[src/rtl/vga_timing_pkg.sv]
// Shared 640x480 timing defaults, counter widths and monitor state encoding.
package vga_timing_pkg;

    // Default 640x480@60 timing in pixels / lines
    localparam int unsigned VGA_H_ACTIVE    = 640;
    localparam int unsigned VGA_H_FRONT     = 16;
    localparam int unsigned VGA_H_SYNC      = 96;
    localparam int unsigned VGA_H_BACK      = 48;
    localparam int unsigned VGA_V_ACTIVE    = 480;
    localparam int unsigned VGA_V_FRONT     = 10;
    localparam int unsigned VGA_V_SYNC      = 2;
    localparam int unsigned VGA_V_BACK      = 33;
    localparam int unsigned VGA_LOCK_FRAMES = 2;

    // Derived totals
    localparam int unsigned VGA_LINE  = VGA_H_ACTIVE + VGA_H_FRONT + VGA_H_SYNC + VGA_H_BACK;
    localparam int unsigned VGA_FRAME = VGA_V_ACTIVE + VGA_V_FRONT + VGA_V_SYNC + VGA_V_BACK;

    // Counter and output widths
    localparam int unsigned HCNT_W = 11;
    localparam int unsigned VCNT_W = 11;
    localparam int unsigned X_W    = 10;
    localparam int unsigned Y_W    = 9;
    localparam int unsigned ERR_W  = 8;
    localparam int unsigned GOOD_W = 4;

    typedef enum logic [1:0] {
        ST_SEARCH  = 2'd0,
        ST_MEASURE = 2'd1,
        ST_LOCKED  = 2'd2
    } mon_state_t;

endpackage

[src/rtl/vga_sync_edge.sv]
// Enable-qualified sync sampler with falling/rising edge detect.
// Edges compare the live input against the last enabled sample, so they
// are valid in the same clk as the enable.
module vga_sync_edge (
    input  logic clk,
    input  logic reset,
    input  logic i_en,
    input  logic i_sync_n,
    output logic o_fall_c,
    output logic o_rise_c
);

    logic r_prev;

    // Hold the last sampled level; idle-high after reset
    always_ff @(posedge clk) begin
        if (reset) begin
            r_prev <= 1'b1;
        end else if (i_en) begin
            r_prev <= i_sync_n;
        end
    end

    assign o_fall_c = i_en &  r_prev & ~i_sync_n;
    assign o_rise_c = i_en & ~r_prev &  i_sync_n;

endmodule

[src/rtl/vga_timing_monitor.sv]
// Receive-side VGA timing monitor: measures hsync/vsync timing, locks to a
// conforming stream and recovers the active-pixel position.
module vga_timing_monitor
    import vga_timing_pkg::*;
#(
    parameter int unsigned H_ACTIVE    = VGA_H_ACTIVE,
    parameter int unsigned H_FRONT     = VGA_H_FRONT,
    parameter int unsigned H_SYNC      = VGA_H_SYNC,
    parameter int unsigned H_BACK      = VGA_H_BACK,
    parameter int unsigned V_ACTIVE    = VGA_V_ACTIVE,
    parameter int unsigned V_FRONT     = VGA_V_FRONT,
    parameter int unsigned V_SYNC      = VGA_V_SYNC,
    parameter int unsigned V_BACK      = VGA_V_BACK,
    parameter int unsigned LOCK_FRAMES = VGA_LOCK_FRAMES
) (
    input  logic              clk,
    input  logic              reset,
    input  logic              pixel_strobe,
    input  logic              hsync_n,
    input  logic              vsync_n,
    output logic              locked,
    output logic              pix_active,
    output logic [X_W-1:0]    x,
    output logic [Y_W-1:0]    y,
    output logic              frame_start,
    output logic              line_err,
    output logic              frame_err,
    output logic [ERR_W-1:0]  err_count,
    output logic [HCNT_W-1:0] meas_line,
    output logic [VCNT_W-1:0] meas_frame
);

    localparam int unsigned LINE      = H_ACTIVE + H_FRONT + H_SYNC + H_BACK;
    localparam int unsigned FRAME     = V_ACTIVE + V_FRONT + V_SYNC + V_BACK;
    localparam int unsigned H_TIMEOUT = 2 * LINE;
    localparam int unsigned H_START   = H_SYNC + H_BACK;
    localparam int unsigned V_START   = V_SYNC + V_BACK;

    localparam logic [HCNT_W-1:0] C_LINE      = HCNT_W'(LINE);
    localparam logic [HCNT_W-1:0] C_HSYNC     = HCNT_W'(H_SYNC);
    localparam logic [HCNT_W-1:0] C_HTO       = HCNT_W'(H_TIMEOUT);
    localparam logic [HCNT_W-1:0] C_HTO_LAST  = HCNT_W'(H_TIMEOUT - 1);
    localparam logic [HCNT_W-1:0] C_H_START   = HCNT_W'(H_START);
    localparam logic [HCNT_W-1:0] C_H_END     = HCNT_W'(H_START + H_ACTIVE);
    localparam logic [VCNT_W-1:0] C_FRAME     = VCNT_W'(FRAME);
    localparam logic [VCNT_W-1:0] C_VSYNC     = VCNT_W'(V_SYNC);
    localparam logic [VCNT_W-1:0] C_V_START   = VCNT_W'(V_START);
    localparam logic [VCNT_W-1:0] C_V_END     = VCNT_W'(V_START + V_ACTIVE);
    localparam logic [GOOD_W-1:0] C_GOOD_LAST = GOOD_W'(LOCK_FRAMES - 1);

    mon_state_t        r_state;
    logic [HCNT_W-1:0] r_hcount;
    logic [VCNT_W-1:0] r_vcount;
    logic [VCNT_W-1:0] r_vs_width;
    logic [GOOD_W-1:0] r_good;
    logic              r_locked;
    logic              r_pix_active;
    logic [X_W-1:0]    r_x;
    logic [Y_W-1:0]    r_y;
    logic              r_frame_start;
    logic              r_line_err;
    logic              r_frame_err;
    logic [ERR_W-1:0]  r_err_count;
    logic [HCNT_W-1:0] r_meas_line;
    logic [VCNT_W-1:0] r_meas_frame;

    logic              w_hf;
    logic              w_hr;
    logic              w_vf;
    logic              w_vr;
    logic [HCNT_W-1:0] w_hcount_inc;
    logic [VCNT_W-1:0] w_vcount_inc;
    logic [HCNT_W-1:0] w_hcount_nxt;
    logic [VCNT_W-1:0] w_vcount_nxt;
    logic              w_timeout;
    logic              w_line_fail;
    logic              w_frame_fail;
    logic              w_fail;
    logic              w_lock_enter;
    logic              w_locked_nxt;
    logic              w_pix_active;

    // hsync edges on every pixel strobe
    vga_sync_edge u_hsync_edge (
        .clk      (clk),
        .reset    (reset),
        .i_en     (pixel_strobe),
        .i_sync_n (hsync_n),
        .o_fall_c (w_hf),
        .o_rise_c (w_hr)
    );

    // vsync edges sampled only at line starts
    vga_sync_edge u_vsync_edge (
        .clk      (clk),
        .reset    (reset),
        .i_en     (w_hf),
        .i_sync_n (vsync_n),
        .o_fall_c (w_vf),
        .o_rise_c (w_vr)
    );

    assign w_hcount_inc = r_hcount + HCNT_W'(1);
    assign w_vcount_inc = r_vcount + VCNT_W'(1);

    // hcount stalls at the timeout value so a dead hsync reports only once
    assign w_hcount_nxt = w_hf ? '0 :
                          ((r_hcount == C_HTO) || (r_hcount == '1)) ? r_hcount : w_hcount_inc;
    assign w_vcount_nxt = w_vf ? '0 :
                          (w_hf && (r_vcount != '1)) ? w_vcount_inc : r_vcount;

    // vsync width is the number of lines spent low, counted at the rising edge
    assign w_timeout    = pixel_strobe & ~w_hf & (r_hcount == C_HTO_LAST);
    assign w_line_fail  = (w_hf & (w_hcount_inc != C_LINE))
                        | (w_hr & (w_hcount_inc != C_HSYNC))
                        | w_timeout;
    assign w_frame_fail = w_vf & ((w_vcount_inc != C_FRAME) | (r_vs_width != C_VSYNC));

    assign w_fail       = (r_state != ST_SEARCH) & (w_line_fail | w_frame_fail);
    assign w_lock_enter = (r_state == ST_MEASURE) & w_vf & ~w_fail & (r_good >= C_GOOD_LAST);
    assign w_locked_nxt = ((r_state == ST_LOCKED) & ~w_fail) | w_lock_enter;

    assign w_pix_active = w_locked_nxt
                        & (w_hcount_nxt >= C_H_START) & (w_hcount_nxt < C_H_END)
                        & (w_vcount_nxt >= C_V_START) & (w_vcount_nxt < C_V_END);

    // Line/frame counters and the last measured lengths/widths
    always_ff @(posedge clk) begin
        if (reset) begin
            r_hcount     <= '0;
            r_vcount     <= '0;
            r_vs_width   <= '0;
            r_meas_line  <= '0;
            r_meas_frame <= '0;
        end else if (pixel_strobe) begin
            r_hcount <= w_hcount_nxt;
            r_vcount <= w_vcount_nxt;
            if (w_hf) begin
                r_meas_line <= w_hcount_inc;
            end
            if (w_vf) begin
                r_meas_frame <= w_vcount_inc;
            end
            if (w_vr) begin
                r_vs_width <= w_vcount_inc;
            end
        end
    end

    // Lock FSM with registered status, pulses and error counter
    always_ff @(posedge clk) begin
        if (reset) begin
            r_state       <= ST_SEARCH;
            r_good        <= '0;
            r_locked      <= 1'b0;
            r_frame_start <= 1'b0;
            r_line_err    <= 1'b0;
            r_frame_err   <= 1'b0;
            r_err_count   <= '0;
        end else begin
            r_frame_start <= 1'b0;
            r_line_err    <= 1'b0;
            r_frame_err   <= 1'b0;
            if (pixel_strobe) begin
                r_locked <= w_locked_nxt;
                case (r_state)
                    ST_SEARCH: begin
                        if (w_vf) begin
                            r_state <= ST_MEASURE;
                            r_good  <= '0;
                        end
                    end
                    ST_MEASURE: begin
                        if (w_fail) begin
                            r_state     <= ST_SEARCH;
                            r_line_err  <= w_line_fail;
                            r_frame_err <= w_frame_fail;
                        end else if (w_vf) begin
                            r_good <= r_good + GOOD_W'(1);
                            if (w_lock_enter) begin
                                r_state       <= ST_LOCKED;
                                r_frame_start <= 1'b1;
                            end
                        end
                    end
                    ST_LOCKED: begin
                        if (w_fail) begin
                            r_state     <= ST_SEARCH;
                            r_line_err  <= w_line_fail;
                            r_frame_err <= w_frame_fail;
                            if (r_err_count != '1) begin
                                r_err_count <= r_err_count + ERR_W'(1);
                            end
                        end else if (w_vf) begin
                            r_frame_start <= 1'b1;
                        end
                    end
                    default: begin
                        r_state <= ST_SEARCH;
                    end
                endcase
            end
        end
    end

    // Recovered pixel position for the pixel sampled on this strobe
    always_ff @(posedge clk) begin
        if (reset) begin
            r_pix_active <= 1'b0;
            r_x          <= '0;
            r_y          <= '0;
        end else if (pixel_strobe) begin
            r_pix_active <= w_pix_active;
            r_x          <= w_pix_active ? X_W'(w_hcount_nxt - C_H_START) : '0;
            r_y          <= w_pix_active ? Y_W'(w_vcount_nxt - C_V_START) : '0;
        end
    end

    assign locked      = r_locked;
    assign pix_active  = r_pix_active;
    assign x           = r_x;
    assign y           = r_y;
    assign frame_start = r_frame_start;
    assign line_err    = r_line_err;
    assign frame_err   = r_frame_err;
    assign err_count   = r_err_count;
    assign meas_line   = r_meas_line;
    assign meas_frame  = r_meas_frame;

endmodule

[config.mk]
export PLATFORM = sky130hd
export DESIGN_NAME = vga_timing_monitor
export DESIGN_NICKNAME = d
export VERILOG_FILES = /design/src/rtl/vga_timing_pkg.sv /design/src/rtl/vga_sync_edge.sv /design/src/rtl/vga_timing_monitor.sv
export SDC_FILE = /design/constraint.sdc
export NUM_CORES = 1
export LEC_CHECK = 0
export BUFFER_PORTS_ARGS = -buffer_cell sky130_fd_sc_hd__buf_2
export CORE_ASPECT_RATIO = 0.5
export CORE_MARGIN = 8
export CORE_UTILIZATION = 45
export CTS_CLUSTER_SIZE = 30
export DETAILED_ROUTE_END_ITERATION = 8
export SLEW_MARGIN = 20
export SYNTH_ARGS = -nofsm -noshare
export SYNTH_HDL_FRONTEND = slang
export SYNTH_SLANG_ARGS = --single-unit
[constraint.sdc]
create_clock -name clk -period 3.54 [get_ports clk]
set_input_delay 0.354 -clock clk [delete_from_list [all_inputs] [get_ports clk]]
set_output_delay 0.354 -clock clk [all_outputs]
set_load 0.03 [all_outputs]
==> flow_summary.json <==
{
  "io_pins": 59,
  "synth-edff-count": 0,
  "start_util": 0.454,
  "finalPower_uw": 2340,
  "skew_ns": 0.00849,
  "hold_viol_final": 0,
  "power.density_nw_per_um2": 388,
  "async_flop_share": 0,
  "fmax_mhz": 306,
  "leakage_uw": 0.00231,
  "rsz0062_at_grt": "false",
  "final_area_sq_um": 6050,
  "final_cells": 827,
  "drc": 0,
  "syn-cell-area_sq_um": 5300,
  "crit_path_end_kind": "flop",
  "required_ns": 3.83,
  "syn_nets": 632,
  "num_vias": 4556,
  "yosys_warnings": 0,
  "finalCriticalPeriod_ns": 3.27,
  "cts_tree": "built",
  "maxSlewHeadroom": 0.535,
  "timing.rr.start": "r_hcount[1]$_SDFFE_PP0P_",
  "cap_viol_max_count": 0,
  "clkTransAtPathRegs_ns": 0.07,
  "dp_slack_ns": 0.260,
  "synth_seq_cells": 95,
  "ctsResizeCount": 0,
  "hp-start": "vsync_n",
  "finalSetupViolCount": 0,
  "post_drt_wl_per_cell_um": 16.5,
  "cts_buffer_depth": 2,
  "ys_seq_area_frac": 0.359,
  "core_sq_um": 11700,
  "drt-initial-drc-count": 285,
  "grt_pass1_wl_mm": 22.8,
  "worstSetupStartpointType": "flop",
  "placed_cell_area_sq_um": 5740,
  "die_height_um": 92.8,
  "drv_slew": 0,
  "synth_common_cells": "95 x dfxtp_1, 81 x nor2_1, 40 x nand2_1, 32 x a211oi_1, 30 x a21oi_1",
  "ir_worst_vdd_mv": 0.213,
  "final_antenna_net_count": 0,
  "path_class": "flop to flop",
  "place_congestion": 0.936,
  "port_buffers": 58,
  "yosysTopAreaCellShare": 0.359,
  "worst_slew_pin_slew_ns": 0.697,
  "ys_types": 85,
  "firstDrtPassIters": 4,
  "synth.most_common_cell": "dfxtp_1",
  "cts_buffers": 9,
  "clockRootBuffer": "clkbuf_16",
  "first_global_vias": 4463,
  "holdBufCountCts": 0,
  "antenna_found_initial": 0,
  "nets": 676,
  "rows": 28,
  "htreeDepth": 3,
  "n_antenna_cell": 0,
  "final.setup.tns_ns": 0,
  "status": "completed",
  "worstPathArrival_ns": 3.56,
  "grtUsageTotal": 0.176,
  "grt_max_degree": 38,
  "dp_hpwl_mm": 9.89,
  "avgSynthCellArea_sq_um": 8.65,
  "dp_cells": 811,
  "yosys_most_used_dff": "dfxtp_1",
  "die_x_um": 169,
  "area_growth_pct": 14.0,
  "min_path_type": "primary input to flop",
  "period_share": 0.924,
  "viasPerCell": 5.51,
  "clkLatencyLatePin_ns": 0.35,
  "fin_ws_ns": 0.270,
  "die_area_sq_um": 15700,
  "drive_gt1_frac": 0.201,
  "synthTopCellsByArea": "dfxtp_1 36%, nor2_1 5.7%, a211oi_1 4.5%, xnor2_1 3.6%, ha_1 3.3%",
  "post-cts-setup-buffers": 0,
  "worstPathMaxFanout": 14,
  "totalWireLength_mm": 13.6,
  "cp-startpoint": "r_hcount[1]$_SDFFE_PP0P_",
  "netlist_instances": 613,
  "synth_largest_area_cell": "dfxtp_1",
  "grt-ovfl-total": 0,
  "clkSinkCount": 95
}
## area by class of cell
cell class              instances  area, sq um
fillers                      1178         5620
multi-input cells             447         3080
flip-flops and latches         95         1900
repair buffers                 80          455
clock buffers                   9          225
well taps                     165          206
inverters                      24         90.1
clock inverters                 7         81.3
## placed cells by master, fill, tap and decap left out, drive strengths merged, types with 5 or more instances in the layout
cell type,instances
a211oi,33
a21o,5
a21oi,31
a22o,17
a31oi,7
and2,8
and3,7
and4,6
buf,80
clkbuf,9
dfxtp,95
ha,14
inv,26
mux2i,13
nand2,42
nand3,16
nand3b,5
nand4,8
nor2,81
nor3,18
nor4,6
o21ai,21
or3,5
xnor2,22
xor2,14
## critical path, stage by stage (launching register included)
cell,delay (ns)
dfxtp_1,0.47
ha_1,0.30
nand4_1,0.20
nor2_1,0.26
a21oi_1,0.16
a21oi_1,0.31
ha_1,0.21
o2111ai_1,0.10
a211oi_1,0.24
o31ai_1,0.18
a2111oi_4,0.32
buf_4,0.28
a32o_1,0.19
## registers in the layout, indices dropped and copies added (netlist names)
signal	count
meas_frame	11
err_count	8
frame_err	1
u_vsync_edge.r_prev	1
line_err	1
r_vcount	11
pix_active	1
u_hsync_edge.r_prev	1
r_vs_width	11
r_good	4
r_hcount	11
x	10
locked	1
frame_start	1
r_state	2
meas_line	11
y	9
## path summary, 6_finish.rpt
check / depth (start not counted) / endpoint / slack (ns)
worst max register to register: 12 / x[0]$_SDFFE_PP0P_ / 0.27
worst min-delay path: 3 / u_vsync_edge.r_prev$_SDFFE_PP1P_ / 0.24
worst min register to register: 1 / pix_active$_SDFFE_PP0P_ / 0.46
worst max-delay path: 12 / x[0]$_SDFFE_PP0P_ / 0.27
## logic make-up after synthesis
group | count (synthesis) | synth area share
xor+xnor | 36 | 0.0595
mux | 13 | 0.0245
simple gates | 222 | 0.221
buf+inv | 71 | 0.0609
flops | 95 | 0.359
compound gates | 162 | 0.242
fa+ha+maj | 14 | 0.0330
## layer usage
metal,global-route usage,vias to the layer above,wire [um],part of all wire
met2,0.291,95,6170,0.45
met5,0,-,0,0
met3,0.0475,20,665,0.049
met1,0.223,2136,6620,0.49
met4,0.0519,0,193,0.014
li1,-,2305,-,-
## per-stage QoR
step           hold WS, ns  utilization
2_1_floorplan        0.452            -
3_3_place_gp         0.433        0.492
3_5_place_dp         0.442        0.492
4_1_cts              0.242        0.518
5_1_grt              0.255        0.518
6_report             0.245        0.518
## power by group
part	leakage, uW	internal, uW	total, uW	switching, uW
logic	0.00139	78.0	233	155
registers	0.000769	1090	1110	17.8
clock network	0.000147	557	1000	445
Power figures use the tool's default switching activity.
